**config.mk**
```make
export PLATFORM = sky130hd
export DESIGN_NAME = seq_shift_add_multiplier
export DESIGN_NICKNAME = d
export VERILOG_FILES = /design/src/rtl/seq_shift_add_multiplier.sv
export SDC_FILE = /design/constraint.sdc
export NUM_CORES = 1
export LEC_CHECK = 0
export ABC_CLOCK_PERIOD_IN_PS = 3300
export CELL_PAD_IN_SITES_DETAIL_PLACEMENT = 0
export CELL_PAD_IN_SITES_GLOBAL_PLACEMENT = 1
export CORE_MARGIN = 5
export CORE_UTILIZATION = 39
export DETAILED_ROUTE_END_ITERATION = 16
export PLACE_DENSITY = 0.87
export SLEW_MARGIN = 20
export SYNTH_ARGS = -nofsm -noshare
export SYNTH_HDL_FRONTEND = slang
export SYNTH_SLANG_ARGS = --single-unit
```
**constraint.sdc**
```tcl
create_clock -name clk -period 3.3 [get_ports clk]
set_input_delay 0.495 -clock clk [delete_from_list [all_inputs] [get_ports clk]]
set_output_delay 0.495 -clock clk [all_outputs]
set_load 0.01 [all_outputs]
```
**src/rtl/seq_shift_add_multiplier.sv**
```systemverilog
// Unsigned N x N -> 2N sequential shift-and-add multiplier.
// A single N-bit ripple adder is reused on every RUN cycle.

module ripple_adder #(
  parameter int N = 4
) (
  input  logic [N-1:0] x,
  input  logic [N-1:0] y,
  input  logic         cin,
  output logic [N-1:0] sum,
  output logic         cout
);

  logic [N:0] carry;

  assign carry[0] = cin;

  for (genvar i = 0; i < N; i++) begin : g_bit
    assign sum[i]       = x[i] ^ y[i] ^ carry[i];
    assign carry[i+1]   = (x[i] & y[i]) | (carry[i] & (x[i] ^ y[i]));
  end

  assign cout = carry[N];

endmodule

module seq_shift_add_multiplier #(
  parameter int N = 4
) (
  input  logic           clk,
  input  logic           rst,
  input  logic           start,
  input  logic [N-1:0]   a,
  input  logic [N-1:0]   b,
  output logic           busy,
  output logic           done,
  output logic [2*N-1:0] product
);

  localparam int CW = $clog2(N + 1);
  localparam logic [CW-1:0] LAST = CW'(N - 1);

  typedef enum logic [1:0] {IDLE, RUN, DONE} state_t;

  state_t state, state_next;

  logic [N-1:0]   mcand;
  logic [N-1:0]   acc_hi;
  logic [N-1:0]   mplr;
  logic [CW-1:0]  cnt;

  logic [N-1:0]   addend;
  logic [N-1:0]   sum;
  logic           cout;
  logic [2*N-1:0] shifted;
  logic           last_step;

  assign addend    = mplr[0] ? mcand : '0;
  assign last_step = (cnt == LAST);

  ripple_adder #(.N(N)) u_adder (
    .x    (acc_hi),
    .y    (addend),
    .cin  (1'b0),
    .sum  (sum),
    .cout (cout)
  );

  // Carry-out becomes the new MSB, so the 2N+1-bit right shift loses nothing.
  assign shifted = {cout, sum, mplr[N-1:1]};

  always_ff @(posedge clk) begin
    if (rst) state <= IDLE;
    else     state <= state_next;
  end

  always_comb begin
    state_next = state;
    case (state)
      IDLE:    if (start) state_next = RUN;
      RUN:     if (last_step) state_next = DONE;
      DONE:    state_next = IDLE;
      default: state_next = IDLE;
    endcase
  end

  always_comb begin
    busy = (state == RUN);
    done = (state == DONE);
  end

  always_ff @(posedge clk) begin
    if (rst) begin
      mcand   <= '0;
      acc_hi  <= '0;
      mplr    <= '0;
      cnt     <= '0;
      product <= '0;
    end else begin
      case (state)
        IDLE: begin
          if (start) begin
            mcand  <= a;
            mplr   <= b;
            acc_hi <= '0;
            cnt    <= '0;
          end
        end
        RUN: begin
          acc_hi <= shifted[2*N-1:N];
          mplr   <= shifted[N-1:0];
          cnt    <= cnt + CW'(1);
          if (last_step) product <= shifted;
        end
        default: ;
      endcase
    end
  end

endmodule

```
After elaboration in Yosys (flattened, before gate mapping)
Index checks and enable logic that the tools add are counted.

word-level totals
  output and inout port bits = 10
  logic and storage cells = 45
  input port bits = 11
  register bits after elaboration = 25

operators by class
  reduce and logical (&&, ||, !) cells = 6
  equal/unequal tests = 5
  bitwise logic cells = 17
  $add $sub $neg = 1
  multiplexer cells = 10

operator list
  cell                   number
  $pmux W4 S2            2
  $mux W4                3
  $reduce_and A2 Y1      4
  $and A1 B1 Y1          7
  $xor A1 B1 Y1          7
  $pmux W3 S2            1
  $mux W2                2
  $pmux W2 S2            1
  $add A3 B1 Y3 const B  1
  $eq A3 B2 Y1 const B   1
  $mux W3                1
  $or A1 B1 Y1           3
  $eq A2 B1 Y1 const B   1
  $eq A2 B2 Y1 const B   1
  $logic_not A2 Y1       1
  $ne A2 B1 Y1 const B   1
  $ne A2 B2 Y1 const B   1
  $reduce_bool A2 Y1     1

Logic depth before layout (Yosys ltp)
Gate-level depths: netlist of the first run.

  word-level depth = 9
  mapped depth = 8
  depth with buffers taken out = 8

By module
A second synthesis of the first run with hierarchy kept.

second synthesis, totals
  cell total of the unflattened synthesis = 129
  area, all modules = 1,131.1 µm²

by module, submodules not included
  module                    area each (µm²)  instances  cells an instance
  seq_shift_add_multiplier  1,013.5          1          115
  ripple_adder              117.6            1          14

Worst setup path before layout of the first run
No wires, ideal clock.

  path kind = register to register
  start point = register mplr[0]
  end point = register acc_hi[2]
  required time = 3.199 ns
  setup slack = 0.929 ns
  arrival = 2.270 ns
  library setup time = 0.101 ns
  stages on the path, launching flop included = 9
  cells stage by stage = dfxtp_1 -> and2_1 -> ha_1 -> inv_1 -> fa_1 -> fa_1 -> fa_1 -> or3_1 -> o41ai_1

on the way
  cells in the longest elaborated chain, start to end = 8

RTL lines
  item                                                   line  RTL
  from (decl)                                            49    logic [N-1:0] mplr;
  from (signal assigned)                                 111   mplr <= shifted[N-1:0];
  $mux W4 (*)                                            58    assign addend = mplr[0] ? mcand : '0;
  $and A1 B1 Y1 / $xor A1 B1 Y1 (equally long branches)  20    assign carry[i+1] = (x[i] & y[i]) | (carry[i] & (x[i] ^ y[i]));
  $and A1 B1 Y1                                          20
  $or A1 B1 Y1                                           20
  $and A1 B1 Y1                                          20
  $or A1 B1 Y1                                           20
  $xor A1 B1 Y1 (*)                                      19    assign sum[i] = x[i] ^ y[i] ^ carry[i];
  $pmux W4 S2 (*)                                        100   case (state)
  to (signal assigned)                                   110   acc_hi <= shifted[2*N-1:N];
  to (decl)                                              48    logic [N-1:0] acc_hi;

Mark *: on every way between the ends. The rest lies on a longest branch, timed or not.
A chain may end at the register's enable or synchronous reset.

Worst setup path in the final report of the first run
  start point = register state[0]
  end point = output port busy

on the way
  cells in the longest elaborated chain, start to end = 1

RTL lines
  item                    line  RTL
  from (decl)             45    state_t state, state_next;
  from (signal assigned)  74    else state <= state_next;
  $eq A2 B1 Y1            88    busy = (state == RUN);
  to (decl)               35    output logic busy,

Every way passes these cells.

==> impl_metrics.csv, run 1 <==
group,metric,value,unit
synthesis,yosysUniqueCellTypes,29,
critical_path,r2r_start,"mplr[0]$_SDFFE_PP0P_",
cts,tritoncts,"done",
die,dieArea,0.00421,mm²
sta,fin_skew,0.00504,ns
die,die_x,64.9,µm
die,coreArea,0.00298,mm²
cts,clkLatencyLatePin,0.31,ns
synthesis,syn_nets,132,
global_route,grt_max_degree,17,
sta,maxSlewHeadroom,51.1,%
routing,vias,835,
sta,hold_viol,0,
critical_path,ff2ff_path_depth,8,
synthesis,synth_edf_count,0,
placed_design,globalplace.congestion,0.769,
placed_design,portBuffers,20,
synthesis,syn_inst,115,
flow_run,maxCapViolations,0,
die,num_rows,20,
cts,ctsResizeCount,0,
placed_design,dpl_cell_area,0.00134,mm²
finish,antenna_cells,0,
die,die_h,64.9,µm
routing,via_per_inst,5.09,
sta,fmax,401,MHz
routing,drt-total-wl,2140,µm
global_route,antenna_found_initial,0,
critical_path,crit_type,"reg -> out",
placed_design,dp.final_hpwl,1620,µm
finish,fin_nets,149,
critical_path,worstPathArrival,2.00,ns
power,leakage,0.000465,µW
critical_path,r2r-end,"acc_hi[2]$_SDFFE_PP0P_",
power,vdd_ir_drop_max,196,µV
routing,ant_nets,0,
synthesis,synthArstFlopShare,0,%
sta,worst_slew_pin_slew,0.734,ns
global_route,overflow,0,
cts,postCtsHoldBufs,0,
critical_path,r2r_setup_slack,0.81,ns
global_route,grt_pass1_vias,796,
cts,post_cts_buffers,0,
routing,firstDrtPassIters,3,
cts,root_buffer,"clkbuf_4",
run_status,status,"finished clean",
global_route,grt_pass1_wl,3590,µm
synthesis,avgSynthCellArea,10.2,µm²
routing,drt-initial-drc-count,19,
finish,final_area,0.00137,mm²
hold_path,hold_start,"mcand[0]$_SDFFE_PP0P_",
synthesis,synthFlopType,"dfxtp_1",
critical_path,cp.required,2.80,ns
cts,clockBufferDepth,2,
synthesis,ys_ff_latch,25,
hold_path,min_path_cells,2,
synthesis,synthTopCellsByArea,"dfxtp_1, mux2i_1, fa_1, a211oi_2, buf_6",
routing,drc,0,
die,ios,21,
synthesis,syn_area,0.00117,mm²
synthesis,ys.warnings.count,0,
hold_path,holdPathEnd,"mcand[0]$_SDFFE_PP0P_",
synthesis,synthDominantCellAreaShare,42.6,%
finish,drive_gt1_share,13.0,%
synthesis,synth_top_cell_by_area,"dfxtp_1",
power,p_per_area,377,mW/mm²
sta,finalSetupTns,0,ns
routing,wl_per_cell,13.0,µm
cts,cts_buffers,3,
finish,areaGrowthSynthToFinish,16.4,%
hold_path,hold_path.class,"reg -> reg",
die,initial_utilization,39.4,%
critical_path,critPathCaptureType,"output pin",
cts,h-tree-depth,1,
sta,drv_slew,0,
sta,timing.final.crit_share,75.6,%
synthesis,yosysSeqAreaShare,42.6,%
sta,fin_crit,2.50,ns
global_route,grtUsageTotal,11.1,%
sta,setup_viol,0,
sta,rsz0062_at_grt,"false",
cts,clkSinkCount,25,
critical_path,crit_path_max_fanout,10,
critical_path,crit_path_start_kind,"register",
cts,clk_pin_slew_worst_paths,0.12,ns
## layout by cell type (no fill, tap or decap)
cell,count
dfxtp_1,25
nor3b_2,1
nor2_2,5
nand2b_1,2
inv_4,1
o32ai_2,1
and2_1,1
a21oi_1,6
a211oi_2,4
fa_1,3
nand2_1,12
clkbuf_1,1
a211oi_1,4
inv_1,5
mux2i_1,8
ha_1,3
and3b_1,1
mux2_2,1
nor2b_1,2
clkbuf_4,3
o41ai_1,3
buf_4,1
or3_1,4
clkdlybuf4s50_1,20
nor2_1,9
or3b_1,1
o21a_1,1
nand3_1,2
o21ba_1,1
## cell type report
cell class,count,area (µm²)
repair buffers,21,208
fillers,301,1610
inverters,6,25.0
well taps,33,41.3
flip-flops and latches,25,500
clock buffers,4,26.3
multi-input cells,75,566
## worst max-delay path: stages (launching register included)
cell,delay (ns)
dfxtp_1,0.61
nand2b_1,0.34
inv_4,0.19
clkdlybuf4s50_1,0.55
## report_power, final
group          switching [µW]  internal, µW  leakage [µW]  total, µW
Sequential               10.5           312      0.000204        323
Combinational            30.8          29.3      0.000246       60.1
Clock                    85.1          47.3     0.0000150        132
Total                     126           389      0.000465        515
## synth_stat cells, types with 3 or more instances
| library cell | count |
|---|---|
| mux2i_1 | 8 |
| a211oi_2 | 4 |
| ha_1 | 3 |
| a211oi_1 | 4 |
| nor2_2 | 5 |
| inv_1 | 5 |
| or3_1 | 4 |
| nor2_1 | 9 |
| dfxtp_1 | 25 |
| a21oi_1 | 6 |
| nand2_1 | 12 |
| fa_1 | 3 |
| buf_6 | 4 |
| o41ai_1 | 3 |
## worst max path at each step
stage,startpoint,endpoint,slack (ns),depth (start not counted)
after floorplan,mplr[0]$_SDFFE_PP0P_,acc_hi[2]$_SDFFE_PP0P_,0.93,8
after global placement,mplr[0]$_SDFFE_PP0P_,acc_hi[2]$_SDFFE_PP0P_,0.88,8
after detailed placement,mplr[0]$_SDFFE_PP0P_,acc_hi[2]$_SDFFE_PP0P_,0.84,8
after CTS,state[0]$_SDFFE_PP0P_,busy,0.79,3
after global routing,state[0]$_SDFFE_PP0P_,busy,0.68,3
final,state[0]$_SDFFE_PP0P_,busy,0.80,3
## kinds of logic after synthesis
logic type               Yosys count  share of synthesized area [%]
AO/OA/AOI/OAI                     20                           14.5
AND/OR/NAND/NOR                   40                           17.6
buffers and inverters             15                           9.17
multiplexers                       9                           7.78
adder cells (fa/ha/maj)            6                           8.32
flip-flops                        25                           42.6
## metrics by stage
step,hold WS [ns],worst slack (ns),util [%],instances,power [µW]
finish,0.460,0.805,45.9,164,515
global placement,0.443,0.882,45.0,160,388
detailed placement,0.446,0.843,45.0,160,391
floorplan,0.432,0.929,-,115,372
CTS,0.464,0.791,45.9,164,523
global route,0.506,0.675,45.9,164,548
## state kept, by name (all words and copies together) (netlist names)
name	flops
product	8
acc_hi	4
mcand	4
mplr	4
cnt	3
state	2
## layer usage
layer	share of wire, %	routed length, µm	vias to the layer above	track usage (%)
li1	-	-	427	-
met1	46	993	388	13.0
met2	48	1030	18	18.8
met3	4.9	105	2	4.68
met4	0.65	14	0	2.11
met5	0	0	-	0
(Power assumes the default switching activity.)
==> inputs of run 2 (changes only) <==
- ABC_CLOCK_PERIOD_IN_PS: 3300 -> 2600
- clock period: 3.3 -> 2.6 ns (I/O delays scaled with it)
==> impl_metrics.csv, run 2 (synthesis gave the netlist of run 1 again) <==
group,metric,value,unit
global_route,grt_max_degree,17,
global_route,grt_pass1_wl,3680,µm
finish,top_register,"product",
routing,wl_per_cell,12.3,µm
placed_design,dp.final_hpwl,1540,µm
sta,maxSlewHeadroom,52.5,%
routing,drt-initial-drc-count,5,
cts,clkLatencyLatePin,0.32,ns
cts,clockBufferDepth,2,
cts,root_buffer,"clkbuf_4",
global_route,overflow,0,
sta,finalSetupTns,0,ns
critical_path,critPathCaptureType,"register",
global_route,grtUsageTotal,11.1,%
critical_path,crit_path_max_fanout,5,
global_route,grt_pass1_vias,812,
sta,worst_slew_pin_slew,0.712,ns
cts,post_cts_buffers,0,
cts,clkSinkCount,25,
routing,via_per_inst,4.98,
finish,layoutNonFillerInstCount,164,
critical_path,cp.required,2.82,ns
placed_design,dp_cells,160,
placed_design,preCtsSetupSlack,0.110,ns
sta,fmax,406,MHz
power,vdd_ir_drop_max,275,µV
cts,cts_buffers,3,
hold_path,hold_path.class,"reg -> reg",
cts,clk_pin_slew_worst_paths,0.14,ns
finish,antenna_cells,0,
die,coreArea,0.00298,mm²
critical_path,crit_type,"reg -> reg",
cts,h-tree-depth,1,
hold_path,hold_start,"mcand[0]$_SDFFE_PP0P_",
critical_path,crit_start,"mplr[0]$_SDFFE_PP0P_",
die,die_x,64.9,µm
flow_run,maxCapViolations,0,
finish,largest_reg_flops,8,
placed_design,globalplace.congestion,0.770,
power,fin_total_pwr,656,µW
placed_design,dpl_cell_area,0.00134,mm²
die,dieArea,0.00421,mm²
routing,drt-total-wl,2020,µm
critical_path,worstPathArrival,2.69,ns
placed_design,portBuffers,20,
routing,ant_nets,0,
routing,firstDrtPassIters,3,
die,initial_utilization,39.4,%
finish,final_area,0.00137,mm²
critical_path,crit_path_start_kind,"register",
power,leakage,0.000468,µW
finish,final_cell_mix,"dfxtp_1, clkdlybuf4s50_1, nand2_1, nor2_1, mux2i_1",
sta,setup_viol,0,
cts,tritoncts,"done",
routing,drc,0,
sta,rsz0062_at_grt,"false",
die,num_rows,20,
finish,fin_nets,149,
sta,drv_slew,0,
power,p_per_area,479,mW/mm²
sta,timing.final.crit_share,94.7,%
critical_path,r2r_start,"mplr[0]$_SDFFE_PP0P_",
die,die_h,64.9,µm
sta,setup_ws,0.137,ns
sta,hold_viol,0,
run_status,status,"finished clean",
finish,layout_commonest_cell,"dfxtp_1",
sta,fin_skew,0.00721,ns
sta,fin_crit,2.46,ns
routing,vias,817,
finish,areaGrowthSynthToFinish,16.6,%
finish,drive_gt1_share,14.5,%
global_route,antenna_found_initial,0,
die,ios,21,
[run 2: cell count changes in the layout (fill, tap and decap cells not counted), sizes merged]
cell    delta
clkbuf     -1
clkinv     +1
[run 2: report_power, final]
| part | internal, µW | switching (µW) | total (µW) |
|---|---|---|---|
| combinational | 37.1 | 38.0 | 75.1 |
| clock | 57.6 | 114 | 171 |
| sequential | 397 | 12.6 | 409 |
| total | 492 | 164 | 656 |
[run 2: worst max-delay path, stage by stage (launching register included)]
cell and delay, ns:
dfxtp_2 0.38, and2_1 0.13, ha_1 0.13, inv_1 0.05, fa_1 0.38, fa_1 0.39
fa_1 0.47, or3_1 0.37, o41ai_1 0.07
[run 2: worst paths after layout]
check                                end  slack, ns  cells after the start
setup / recovery  acc_hi[2]$_SDFFE_PP0P_       0.14                      8
hold / removal     mcand[0]$_SDFFE_PP0P_       0.46                      2
setup reg to reg  acc_hi[2]$_SDFFE_PP0P_       0.14                      8
hold reg to reg    mcand[0]$_SDFFE_PP0P_       0.46                      2
[run 2: metrics by stage]
stage               hold WS, ns  util [%]
finish                    0.461      46.0
global route              0.495      46.0
CTS                       0.463      45.9
detailed placement        0.445      45.0
global placement          0.444      45.0
floorplan                 0.432         -
[run 2: per-layer routing]
metal / GRT usage, % / vias up / wire [µm]
met5: 0 / - / 0
met4: 4.75 / 0 / 33
met3: 2.95 / 5 / 85
met2: 18.0 / 18 / 926
met1: 13.8 / 372 / 970
li1: - / 422 / -
[run 2: timing repair]
item                                    CTS  global route
gates resized for setup                   0             1
endpoints found under the setup margin    0             1
hold buffers                              0             0
[run 2: area by class of cell]
type                    count  area (µm²)
well taps                  33        41.3
repair buffers             21         208
clock inverters             1        5.00
flip-flops and latches     25         502
multi-input cells          75         566
inverters                   6        25.0
clock buffers               3        22.5
fillers                   294        1610
==> inputs of run 3 (changes only) <==
- CORE_UTILIZATION: 39 -> 25
- PLACE_DENSITY: 0.87 -> 0.63
==> impl_metrics.csv, run 3 (synthesis gave the netlist of run 1 again) <==
group,metric,value,unit
run_status,status,"finished clean",
critical_path,crit_path_max_incr_delay,0.46,ns
sta,fin_skew,0.00211,ns
power,pwr-share-clk,31.5,%
die,initial_utilization,25.4,%
hold_path,hold_path.class,"reg -> reg",
cts,cts_buffers,3,
sta,fmax,416,MHz
critical_path,worst_path_max_delay_cell,"fa_1",
global_route,grt_pass1_vias,843,
routing,drt-initial-drc-count,75,
sta,worst_slew_pin_slew,0.781,ns
routing,firstDrtPassIters,4,
power,intPower,544,µW
routing,via_per_inst,4.51,
sta,hold_viol,0,
routing,vias,839,
critical_path,crit_top_cell,"fa_1",
placed_design,globalplace.congestion,0.726,
finish,final_cell_mix,"dfxtp_1, clkdlybuf4s50_1, nand2_1, nor2_1, mux2i_1",
critical_path,cp.required,2.76,ns
sta,whs,0.459,ns
finish,utilization,30.6,%
cts,ctsResizeCount,0,
global_route,antenna_found_initial,0,
finish,drive_gt1_share,13.6,%
die,ios,21,
global_route,overflow,0,
die,dieArea,0.00616,mm²
cts,tritoncts,"done",
power,vdd_ir_drop_max,181,µV
routing,wl_met3,101,µm
routing,top_layer,"met4",
sta,finalSetupTns,0,ns
sta,maxSlewHeadroom,47.8,%
sta,setup_ws,0.196,ns
critical_path,crit_path_max_fanout,2,
sta,setup_viol,0,
die,num_rows,25,
cts,post_cts_buffers,0,
routing,ant_nets,0,
sta,drv_slew,0,
cts,clk_pin_slew_worst_paths,0.08,ns
finish,largest_reg_flops,8,
routing,wl_met1,1090,µm
placed_design,dp.final_hpwl,1740,µm
sta,timing.final.crit_share,92.5,%
power,fin_total_pwr,713,µW
power,swShare,23.6,%
cts,root_buffer,"clkbuf_8",
cts,clockBufferDepth,2,
global_route,grtUsageTotal,8.19,%
global_route,grt_pass1_wl,4000,µm
finish,layout_commonest_cell,"dfxtp_1",
critical_path,crit_type,"reg -> reg",
finish,top_register,"product",
finish,fin_nets,150,
critical_path,critPathCaptureType,"register",
global_route,grt_max_degree,22,
routing,wl_met2,1090,µm
cts,h-tree-depth,1,
finish,antenna_cells,0,
power,leakage,0.000478,µW
power,comb_power_share,11.2,%
power,p_sw,168,µW
finish,nFillCells,478,
die,coreArea,0.00463,mm²
finish,areaGrowthSynthToFinish,20.9,%
routing,wl_per_cell,12.5,µm
cts,postCtsHoldBufs,0,
flow_run,maxCapViolations,0,
critical_path,crit_chain,"and2_1 -> ha_1 -> inv_1 -> fa_1 -> fa_1 -> fa_1 -> or3_1 -> o41ai_1",
placed_design,preCtsSetupSlack,0.212,ns
routing,drt-total-wl,2320,µm
cts,clkSinkCount,25,
power,p_per_area,502,mW/mm²
placed_design,portBuffers,20,
power,power_frac_seq,57.2,%
sta,rsz0062_at_grt,"false",
cts,clkLatencyLatePin,0.26,ns
sta,fin_crit,2.40,ns
critical_path,worstPathArrival,2.57,ns
critical_path,crit_path_start_kind,"register",
routing,drc,0,
die,die_x,78.5,µm
die,die_h,78.5,µm
-- run 3: changes by cell type in the layout (fill, tap and decap cells not counted) --
cell      previous run  this run
clkbuf_4             3         0
clkbuf_8             0         3
buf_4                1         2
clkbuf_1             0         1
clkinv_2             1         0
dfxtp_1             24        25
dfxtp_2              1         0
-- run 3: power by group through the flow --
stage               Sequential [µW]  Clock (µW)  Combinational [µW]
global placement                416           0                80.8
floorplan                       412           0                59.9
finish                          408         225                79.9
global route                    410         251                90.4
detailed placement              417           0                81.0
CTS                             408         234                81.5
-- run 3: critical path: cells and delay by family (launching register included) --
kind,cells,cell delay (ns)
fa+ha+maj,4,1.36
simple gates,2,0.50
buf+inv,1,0.05
flops,1,0.33
compound gates,1,0.06
-- run 3: area by class of cell --
| cell class | instances | area [µm²] | area share [%] |
|---|---|---|---|
| timing repair buffer | 22 | 215 | 15.2 |
| inverter | 6 | 25.0 | 1.76 |
| clock buffer | 4 | 45.0 | 3.17 |
| sequential | 25 | 500 | 35.3 |
| tap | 54 | 67.6 | 4.76 |
| multi-input combinational | 75 | 566 | 39.9 |
-- run 3: per-stage QoR --
step	cell area, µm²	std cells
floorplan	1170	115
global route	1420	186
detailed placement	1370	182
CTS	1420	186
global placement	1370	182
finish	1420	186
-- run 3: final timing paths --
path / start / cells past startpoint / end / slack, ns
worst max-delay path: mplr[0]$_SDFFE_PP0P_ / 8 / acc_hi[2]$_SDFFE_PP0P_ / 0.20
worst min-delay path: mcand[0]$_SDFFE_PP0P_ / 2 / mcand[0]$_SDFFE_PP0P_ / 0.46
worst max register to register: mplr[0]$_SDFFE_PP0P_ / 8 / acc_hi[2]$_SDFFE_PP0P_ / 0.20
worst min register to register: mcand[0]$_SDFFE_PP0P_ / 2 / mcand[0]$_SDFFE_PP0P_ / 0.46
-- run 3: layer usage --
layer	vias up	track usage [%]
met5	-	0
met2	14	12.6
met1	391	10.5
li1	430	-
met3	4	1.95
met4	0	4.37
